===== config.mk =====
export PLATFORM = sky130hd
export DESIGN_NAME = switch_button_input
export DESIGN_NICKNAME = d
export VERILOG_FILES = /design/src/rtl/switch_button_input.sv
export SDC_FILE = /design/constraint.sdc
export NUM_CORES = 1
export LEC_CHECK = 0
export ABC_CLOCK_PERIOD_IN_PS = 2260
export CAP_MARGIN = 10
export CORE_MARGIN = 2
export CORE_UTILIZATION = 54
export CTS_BUF_LIST = sky130_fd_sc_hd__clkbuf_2 sky130_fd_sc_hd__clkbuf_4 sky130_fd_sc_hd__clkbuf_8
export DETAILED_ROUTE_END_ITERATION = 10
export MAX_ROUTING_LAYER = met4
export PLACE_DENSITY = 0.8
export SYNTH_ARGS = -nofsm -noshare
export SYNTH_HDL_FRONTEND = slang
export SYNTH_SLANG_ARGS = --single-unit

===== constraint.sdc =====
create_clock -name clock -period 2.26 [get_ports clock]
set_input_delay 0.452 -clock clock [delete_from_list [all_inputs] [get_ports clock]]
set_output_delay 0.452 -clock clock [all_outputs]
set_load 0.01 [all_outputs]

===== src/rtl/switch_button_input.sv =====
// Switch/button front end: 2-flop sync + per-channel debounce, level plus rise/fall strobes.
// Latency DEBOUNCE_CYCLES+2 edges from a held raw change to level/strobe; no backpressure, strobes are one-cycle.
module switch_button_input #(
   parameter int N_INPUTS        = 4,
   parameter int DEBOUNCE_CYCLES = 8,
   localparam int CNT_W          = (DEBOUNCE_CYCLES > 1) ? $clog2(DEBOUNCE_CYCLES) : 1
) (
   input  logic                clock,
   input  logic                reset,
   input  logic [N_INPUTS-1:0] raw_in,
   output logic [N_INPUTS-1:0] level_out,
   output logic [N_INPUTS-1:0] rise_pulse,
   output logic [N_INPUTS-1:0] fall_pulse,
   output logic                any_change
);

   localparam logic [CNT_W-1:0] CNT_MAX = CNT_W'(DEBOUNCE_CYCLES - 1);

   logic [N_INPUTS-1:0] sync1_q, sync1_d;
   logic [N_INPUTS-1:0] sync2_q, sync2_d;
   logic [N_INPUTS-1:0] level_q, level_d;
   logic [N_INPUTS-1:0] rise_q, rise_d;
   logic [N_INPUTS-1:0] fall_q, fall_d;
   logic                any_q, any_d;
   logic [CNT_W-1:0]    cnt_q [N_INPUTS];
   logic [CNT_W-1:0]    cnt_d [N_INPUTS];

   always_comb begin
      sync1_d = raw_in;
      sync2_d = sync1_q;
      level_d = level_q;
      rise_d  = '0;
      fall_d  = '0;
      for (int i = 0; i < N_INPUTS; i++) begin
         cnt_d[i] = cnt_q[i];
         // Any sample matching the accepted level discards the run; no partial credit.
         if (sync2_q[i] == level_q[i]) begin
            cnt_d[i] = '0;
         end else if (cnt_q[i] == CNT_MAX) begin
            level_d[i] = sync2_q[i];
            cnt_d[i]   = '0;
            rise_d[i]  = sync2_q[i];
            fall_d[i]  = ~sync2_q[i];
         end else begin
            cnt_d[i] = cnt_q[i] + CNT_W'(1);
         end
      end
      any_d = (|rise_d) | (|fall_d);
   end

   always_ff @(posedge clock or negedge reset) begin
      if (!reset) begin
         sync1_q <= '0;
         sync2_q <= '0;
         level_q <= '0;
         rise_q  <= '0;
         fall_q  <= '0;
         any_q   <= 1'b0;
         for (int i = 0; i < N_INPUTS; i++) begin
            cnt_q[i] <= '0;
         end
      end else begin
         sync1_q <= sync1_d;
         sync2_q <= sync2_d;
         level_q <= level_d;
         rise_q  <= rise_d;
         fall_q  <= fall_d;
         any_q   <= any_d;
         for (int i = 0; i < N_INPUTS; i++) begin
            cnt_q[i] <= cnt_d[i];
         end
      end
   end

   assign level_out  = level_q;
   assign rise_pulse = rise_q;
   assign fall_pulse = fall_q;
   assign any_change = any_q;

endmodule

==> impl_metrics.py, run 1 <==
metrics = {
    "run_status": {
        "status": "finished, final reports clean",
    },
    "timing": {
        "rsz0062_at_grt": "no",
        "worst_pin_slew_ps": 385.2,
        "whs_ps": 346.1,
        "clock.fmax_ghz": 0.5516,
        "drv_slew": 0,
        "tns_ps": 0,
        "relSlewSlack_pct": 74.32,
        "min_period_ps": 1813,
        "hold_viol": 0,
        "fin_skew_ps": 12.87,
        "fin_crit_sh_pct": 80.22,
        "setup_violations": 0,
    },
    "clocking": {
        "numCtsBuffers": 5,
        "cts_tree": "done",
        "clock_sinks": 33,
        "htree_levels": 2,
        "postCtsSetupBuffers": 0,
        "root_buffer": "clkbuf_4",
        "cts_hold_buf": 0,
        "clockBufferDepth": 2,
        "ctsResizeCount": 0,
        "clkSlewWorstSetupHoldPaths_ps": 110,
        "worstSkewPairLatency_ps": 330,
    },
    "global_route": {
        "antenna_found_initial": 0,
        "grt_use_total_pct": 17.46,
        "grt_pass1_vias": 701,
        "grt_first_pass_wirelength_um": 3029,
        "grt_max_degree": 34,
        "gr-total-overflow": 0,
    },
    "floorplanning": {
        "ios": 19,
        "die-height_um": 50.75,
        "start_util_pct": 58.94,
        "die-area_um2": 2575,
        "rows": 16,
        "die_x_um": 50.75,
        "core_area_um2": 2002,
    },
    "logic_synthesis": {
        "synth-adder-area-share_pct": 8.484,
        "syn-num-nets": 95,
        "synth-simple-area-share_pct": 12.83,
        "ys_warn_count": 0,
        "synth-xor-area-share_pct": 2.969,
        "ys_types": 18,
        "synthMuxAreaShare_pct": 1.909,
        "syn_area_per_cell_um2": 14.57,
        "postSynthCellCount": 81,
        "synth-compound-area-share_pct": 2.227,
        "syn_area_um2": 1180,
        "ys_seq_elements": 33,
        "synth_seq_area_share_pct": 69.99,
        "synth_top_family_by_area": "simple AND/OR/NAND/NOR gates",
    },
    "critical_path": {
        "crit_path_end_kind": "output pin",
        "cp_slowest_cell": "clkdlybuf4s50_1",
        "critPathRequiredTime_ps": 1810,
        "cp_max_fo": 5,
        "critical_path.max_stage_delay_ps": 570,
        "worst_setup_path_start_kind": "flop",
        "cp_cell_sequence": "clkdlybuf4s50_1",
        "cp_data_arrival_time_ps": 1360,
        "cp_top_family": "buffers and inverters",
        "path_buf_inv": 1,
        "critPathKind": "flop to output pin",
    },
    "placed_design": {
        "finalWeightedCongestion": 0.7382,
        "io_buffers": 18,
        "dpl.hpwl_um": 1177,
        "dpl_cell_area_um2": 1401,
        "place_inst": 127,
    },
    "final_layout": {
        "fin_cells": 135,
        "insertedDiodeCount": 0,
        "fin_nets": 121,
        "fillers": 139,
        "final_area_um2": 1490,
        "drive_above_1_share_pct": 10.19,
        "synthToLayoutAreaGrowth_pct": 26.30,
    },
    "power": {
        "ir_drop_v": 0.0006559,
        "p_per_area_nw_per_um2": 1047,
        "power_mw": 1.560,
        "p_leak_nw": 0.7523,
    },
    "routing": {
        "drtPass1Iterations": 6,
        "wire_per_inst_um": 12.39,
        "drc_errors": 0,
        "drt-initial-drc-count": 6,
        "postRouteWirelength_um": 1673,
        "viasPerCell": 5.074,
        "ant_nets": 0,
        "via_count": 685,
    },
    "hold_path": {
        "hold_class": "flop to flop",
    },
    "job": {
        "maxCapViolCount": 0,
    },
}
-- per-layer routing --
layer | vias to the layer above | wire length, um | global-route usage, %
met5 | - | 0 | -
met3 | 6 | 106 | 9.821
met1 | 334 | 706 | 18.89
met2 | 20 | 813 | 25.88
li1 | 325 | - | -
met4 | 0 | 46 | 8.559
-- power by group --
group / switching (mW) / internal [mW] / total (mW)
registers: 0.0868 / 0.710 / 0.797
clock network: 0.192 / 0.263 / 0.455
logic: 0.129 / 0.180 / 0.308
total: 0.408 / 1.15 / 1.56
-- placed cells by master, fill, tap and decap left out, types with 2 or more instances in the layout --
master and n:
dfrtp_1 33, clkdlybuf4s50_1 18, ha_1 8, and2_1 6
inv_1 5, nor3b_1 5, clkbuf_4 5, nand2_1 4
nor2_1 3, nand3b_1 3, xor2_1 3, o21ai_0 2
mux2_2 2
-- cell type report --
cell class,instances,area [um^2],area share (%)
inverter,5,18.77,1.259
clock buffer,6,51.30,3.442
multi-input combinational,43,335.3,22.50
timing repair buffer,19,187.7,12.59
clock inverter,2,37.54,2.519
sequential,33,825.8,55.42
tap,27,33.78,2.267
-- synthesized netlist by cell type, drive strengths merged --
master / instances / share of area, %
nand2: 4 / 1.3
o21bai: 1 / 0.64
ha: 8 / 8.5
nor3b: 5 / 3.2
o2111ai: 1 / 0.74
o21ai: 2 / 0.85
or4: 1 / 0.64
and2: 6 / 3.2
inv: 5 / 1.6
dfrtp: 33 / 70
nor3: 1 / 0.42
and3b: 1 / 0.74
nor2: 3 / 0.95
xnor2: 1 / 0.74
nor2b: 1 / 0.53
xor2: 3 / 2.2
nand3b: 3 / 1.9
mux2: 2 / 1.9
-- path summary, 6_finish.rpt --
| kind | start | endpoint | slack, ps | cells past startpoint |
|---|---|---|---|---|
| hold / removal | sync1_q[2] | sync2_q[2] | 350 | 0 |
| max in group asynchronous | reset | sync1_q[2] | 1460 | 2 |
| setup reg to reg | cnt_q[6] | any_change | 550 | 5 |
| setup / recovery | level_out[0] | level_out[0] | 450 | 1 |
| min in group asynchronous | reset | cnt_q[9] | 500 | 2 |
| hold reg to reg | sync1_q[2] | sync2_q[2] | 350 | 0 |
-- state kept, by name, summed over array words and instances (netlist names) --
register / cells
sync2_q: 4
rise_pulse: 4
sync1_q: 4
any_change: 1
cnt_q: 12
level_out: 4
fall_pulse: 4
-- cell families after synthesis --
logic type,Yosys count
buffers and inverters,5
and+or+nand+nor,25
AOI/OAI and AO/OA,4
muxes,2
DFF,33
adders and majority gates,8
xor gates and xnor gates,4
-- per-stage QoR --
stage               util (%)  setup WS [ps]
detailed placement     70.00          576.0
finish                 74.44          447.1
CTS                    74.44          432.8
global placement       70.00          654.9
global route           74.44          378.3
floorplan                  -          680.5
Note: power is estimated with default switching activity, not from simulation.
==> run 2: changes to the inputs <==
ABC_CLOCK_PERIOD_IN_PS = 1800   (was 2260)
clock period = 1.8 ns   (was 2.26 ns; I/O delays follow)
==> run 2 against run 1 <==
- die area did not move
- sequential cell count unchanged
- sequential share of layout area up 0.71 points
- register-to-register slack worse by 420 ps
- largest power group unchanged
- highest routed layer unchanged
==> impl_metrics.py, run 2 (synthesis gave the netlist of run 1 again) <==
metrics = {
    "critical_path": {
        "crit_path_end_kind": "output pin",
        "worst_setup_path_start_kind": "flop",
        "cp_max_fo": 5,
        "critical_path.max_stage_delay_ps": 570,
        "cp_slowest_cell": "clkdlybuf4s50_1",
        "cp_data_arrival_time_ps": 1330,
        "cp_top_family": "buffers and inverters",
        "critPathRequiredTime_ps": 1440,
        "critPathKind": "flop to output pin",
        "path_buf_inv": 1,
        "cp_cell_sequence": "clkdlybuf4s50_1",
    },
    "clocking": {
        "ctsResizeCount": 0,
        "clock_sinks": 33,
        "worstSkewPairLatency_ps": 330,
        "clkSlewWorstSetupHoldPaths_ps": 100,
        "numCtsBuffers": 5,
        "cts_tree": "done",
        "clockBufferDepth": 2,
        "postCtsSetupBuffers": 0,
        "root_buffer": "clkbuf_4",
        "htree_levels": 2,
        "cts_hold_buf": 0,
    },
    "global_route": {
        "grt_first_pass_wirelength_um": 3091,
        "antenna_found_initial": 0,
        "grt_max_degree": 34,
        "gr-total-overflow": 0,
        "grt_use_total_pct": 17.90,
        "grt_pass1_vias": 690,
    },
    "power": {
        "power_frac_comb_pct": 21.0,
        "netSwitchingPower_uw": 505.6,
        "power_mw": 1.851,
        "p_sw_share_pct": 27.32,
        "p_clk_share_pct": 24.9,
        "p_leak_nw": 0.7491,
        "ir_drop_v": 0.0007722,
        "p_per_area_nw_per_um2": 1258,
        "p_int_mw": 1.345,
        "pwr-share-seq_pct": 54.2,
    },
    "final_layout": {
        "insertedDiodeCount": 0,
        "layout_commonest_cell": "dfrtp_1",
        "drive_above_1_share_pct": 10.19,
        "final_area_um2": 1471,
        "fillers": 140,
        "layout_common_cells": "dfrtp_1, clkdlybuf4s50_1, ha_1",
        "fin_nets": 121,
        "regMostFlops": "cnt_q",
        "synthToLayoutAreaGrowth_pct": 24.71,
        "largest_reg_flops": 12,
    },
    "floorplanning": {
        "die-height_um": 50.75,
        "ios": 19,
        "core_area_um2": 2002,
        "die-area_um2": 2575,
        "die_x_um": 50.75,
        "rows": 16,
        "start_util_pct": 58.94,
    },
    "timing": {
        "drv_slew": 0,
        "min_period_ps": 1693,
        "rsz0062_at_grt": "no",
        "fin_crit_sh_pct": 94.06,
        "worst_pin_slew_ps": 387.6,
        "clock.fmax_ghz": 0.5907,
        "tns_ps": 0,
        "fin_skew_ps": 6.227,
        "hold_viol": 0,
        "setup_violations": 0,
        "relSlewSlack_pct": 74.16,
    },
    "hold_path": {
        "hold_class": "flop to flop",
    },
    "job": {
        "maxCapViolCount": 0,
    },
    "routing": {
        "postRouteWirelength_um": 1711,
        "wire_per_inst_um": 12.67,
        "ant_nets": 0,
        "via_count": 684,
        "drt-initial-drc-count": 7,
        "viasPerCell": 5.067,
        "drc_errors": 0,
        "drtPass1Iterations": 3,
    },
    "placed_design": {
        "io_buffers": 18,
        "dpl.hpwl_um": 1214,
        "finalWeightedCongestion": 0.7372,
        "dpl_cell_area_um2": 1401,
    },
    "run_status": {
        "status": "finished, final reports clean",
    },
}
-- run 2: cell count changes in the layout (fill, tap and decap cells not counted) --
cell,change
clkbuf_8,+1
clkinvlp_4,-1
clkinv_2,+1
bufinv_16,-1
-- run 2: worst paths after layout --
path,slack (ps),cells after the start,to,from
max in group asynchronous,1100,2,cnt_q[3],reset
min reg2reg,350,0,sync2_q[1],sync1_q[1]
min,350,0,sync2_q[1],sync1_q[1]
min in group asynchronous,420,2,sync1_q[3],reset
max,110,1,level_out[0],level_out[0]
max reg2reg,130,5,any_change,cnt_q[6]
-- run 2: layout make-up --
cell class | count | area, um^2 | area share, %
Multi-Input combinational cell | 43 | 335.3 | 22.79
Inverter | 5 | 18.77 | 1.276
Timing Repair Buffer | 19 | 187.7 | 12.76
Sequential cell | 33 | 825.8 | 56.12
Clock buffer | 7 | 65.06 | 4.422
Tap cell | 27 | 33.78 | 2.296
Clock inverter | 1 | 5.005 | 0.3401
-- run 2: worst register-to-register path, delay by kind of cell (launching register included) --
kind / cells / cell delay [ps]
fa+ha+maj: 2 / 440
simple gates: 2 / 590
flops: 1 / 400
compound gates: 1 / 110
-- run 2: through the flow --
| step | utilization [%] | hold slack (ps) | setup WS (ps) | std cells |
|---|---|---|---|---|
| after floorplan | - | 64.41 | 220.5 | 81 |
| after global placement | 70.00 | 332.2 | 194.6 | 127 |
| after detailed placement | 70.00 | 340.5 | 136.3 | 127 |
| after CTS | 73.50 | 363.1 | 88.31 | 135 |
| after global routing | 73.50 | 377.7 | 28.79 | 135 |
| final | 73.50 | 351.9 | 107.0 | 135 |
-- run 2: power groups by stage --
stage / clock, mW / sequential (mW) / combinational (mW)
floorplan: 0 / 1.01 / 0.206
global placement: 0 / 1.00 / 0.367
detailed placement: 0 / 1.02 / 0.386
CTS: 0.475 / 1.01 / 0.401
global route: 0.523 / 1.03 / 0.442
finish: 0.461 / 1.00 / 0.388
-- run 2: routing by layer --
metal  track usage [%]  share of wire (%)
met5                 -                  0
met4             6.757                2.3
met3             8.929                5.7
met2             27.63                 50
met1             20.04                 41
==> run 3: changes to the inputs <==
ABC_CLOCK_PERIOD_IN_PS = 1500   (was 1800)
CAP_MARGIN = not set   (was 10)
CORE_UTILIZATION = 48   (was 54)
PLACE_DENSITY = 0.76   (was 0.8)
clock period = 1.5 ns   (was 1.8 ns; I/O delays follow)
==> run 3 against run 2 <==
- the flow now finishes with violations (setup timing)
- largest cell class unchanged
- sequential share of layout area shrank 6.0 points
- non-clock buffer count grew 20
- critical path type is now flop to flop
- critical path depth grew 4
- utilization shrank 1.0 points
==> impl_metrics.py, run 3 (synthesis gave the netlist of run 1 again) <==
metrics = {
    "timing": {
        "relSlewSlack_pct": 82.81,
        "worst_pin_slew_ps": 257.3,
        "fin_skew_ps": 7.306,
        "min_period_ps": 1619,
        "clock.fmax_ghz": 0.6175,
        "setup_violations": 1,
        "setup_ws_ps": -119.4,
        "drv_slew": 0,
        "rsz0062_at_grt": "yes",
        "fin_crit_sh_pct": 108.0,
        "hold_viol": 0,
    },
    "run_status": {
        "status": "finished, violations left",
        "failed_checks": "setup timing",
    },
    "critical_path": {
        "reg2regPathDepth": 5,
        "critPathKind": "flop to flop",
        "cp_cell_sequence": "ha_2 > ha_2 > nand3b_1 > o2111ai_1 > or4_1",
        "critical_path.max_stage_delay_ps": 480,
        "critPathRequiredTime_ps": 1690,
        "cp_common_cell": "ha_2",
        "cp_max_fo": 4,
        "cp_data_arrival_time_ps": 1810,
        "cp_slowest_cell": "or4_1",
        "crit_path_end_kind": "flop",
        "worst_setup_path_start_kind": "flop",
    },
    "floorplanning": {
        "rows": 17,
        "die-height_um": 53.58,
        "start_util_pct": 51.84,
        "die-area_um2": 2871,
        "core_area_um2": 2276,
        "die_x_um": 53.58,
        "ios": 19,
    },
    "clocking": {
        "numCtsBuffers": 5,
        "clock_sinks": 33,
        "root_buffer": "clkbuf_4",
        "cts_tree": "done",
        "worstSkewPairLatency_ps": 320,
        "clockBufferDepth": 2,
        "clkSlewWorstSetupHoldPaths_ps": 90,
        "htree_levels": 2,
    },
    "global_route": {
        "grt_pass1_vias": 773,
        "grt_first_pass_wirelength_um": 3456,
        "grt_max_degree": 34,
        "antenna_found_initial": 0,
        "grt_use_total_pct": 18.89,
        "gr-total-overflow": 0,
    },
    "power": {
        "p_per_area_nw_per_um2": 1375,
        "ir_drop_v": 0.0009729,
        "p_leak_nw": 0.9499,
    },
    "job": {
        "maxCapViolCount": 0,
    },
    "placed_design": {
        "io_buffers": 18,
        "dpl.hpwl_um": 1353,
        "place_inst": 137,
        "finalWeightedCongestion": 0.6896,
    },
    "final_layout": {
        "layout_common_cells": "dfrtp_1, buf_4, dlygate4sd2_1",
        "insertedDiodeCount": 0,
        "synthToLayoutAreaGrowth_pct": 39.77,
        "drive_above_1_share_pct": 28.91,
        "utilization_pct": 72.46,
        "layout_commonest_cell": "dfrtp_1",
        "largest_reg_flops": 12,
        "fin_nets": 141,
        "fin_cells": 156,
        "regMostFlops": "cnt_q",
    },
    "routing": {
        "wire_per_inst_um": 12.83,
        "drtPass1Iterations": 3,
        "drt-initial-drc-count": 6,
        "viasPerCell": 4.885,
        "via_count": 762,
        "postRouteWirelength_um": 2001,
        "drc_errors": 0,
        "ant_nets": 0,
    },
    "hold_path": {
        "hold_class": "input pin to asynchronous set/reset pin",
    },
}
## run 3: cell count changes in the layout (fill, tap and decap cells not counted), moves of 2 or more
cell             delta
clkbuf_4            +3
ha_1                -6
dlygate4sd2_1       +9
buf_4              +19
ha_2                +5
clkdlybuf4s50_1    -13
dlymetal6s2s_1      +4
clkbuf_8            -2
## run 3: critical path, delay by kind of cell, from the launching register on
kind                       cells  cell delay, ps
adders and majority gates      2             380
and+or+nand+nor                2             590
AOI/OAI and AO/OA              1             120
DFF                            1             400
## run 3: final timing paths
check                      startpoint             to  slack [ps]
hold reg to reg            sync1_q[2]     sync2_q[2]         350
max in group asynchronous       reset  fall_pulse[3]         990
setup reg to reg             cnt_q[6]     any_change        -120
setup / recovery             cnt_q[6]     any_change        -120
hold / removal                  reset      cnt_q[11]         340
min in group clock         sync1_q[2]     sync2_q[2]         350
## run 3: layer usage
layer / GRT usage (%) / vias up / part of all wire [%]
li1: - / 364 / -
met1: 20.19 / 371 / 42
met2: 30.04 / 20 / 50
met3: 5.833 / 7 / 4.0
met4: 12.82 / 0 / 3.0
met5: - / - / 0
## run 3: final cells by class
| type | instances | area, um^2 |
|---|---|---|
| clock buffer | 8 | 60.06 |
| fill | 175 | 626.9 |
| inverter | 5 | 18.77 |
| multi-input combinational | 43 | 360.3 |
| sequential | 33 | 825.8 |
| tap | 28 | 35.03 |
| timing repair buffer | 39 | 349.1 |
## run 3: stage by stage
| stage | power, mW | setup WS, ps | hold slack, ps | cell area (um^2) | TNS, ps |
|---|---|---|---|---|---|
| finish | 2.267 | -119.4 | 338.5 | 1649 | -119.4 |
| global route | 2.443 | -198.6 | 337.9 | 1649 | -198.6 |
| CTS | 2.310 | -113.4 | 328.3 | 1632 | -113.4 |
| detailed placement | 1.713 | -123.5 | 337.1 | 1508 | -123.5 |
| global placement | 1.672 | -65.34 | 332.0 | 1508 | -65.34 |
| floorplan | 1.474 | -4.627 | 4.409 | 1205 | -4.627 |
## run 3: power breakdown
group / total [mW] / internal (mW) / switching [mW]
combinational: 0.599 / 0.342 / 0.257
clock: 0.506 / 0.241 / 0.265
sequential: 1.16 / 1.07 / 0.0925
total: 2.27 / 1.65 / 0.615
## run 3: timing repair
item | 4_1_cts | 5_1_grt
hold buffers | 0 | 0
setup endpoints to repair | 10 | 5
gates resized for setup | 9 | 4
setup buffers | 10 | 1
pin swaps | 0 | 0
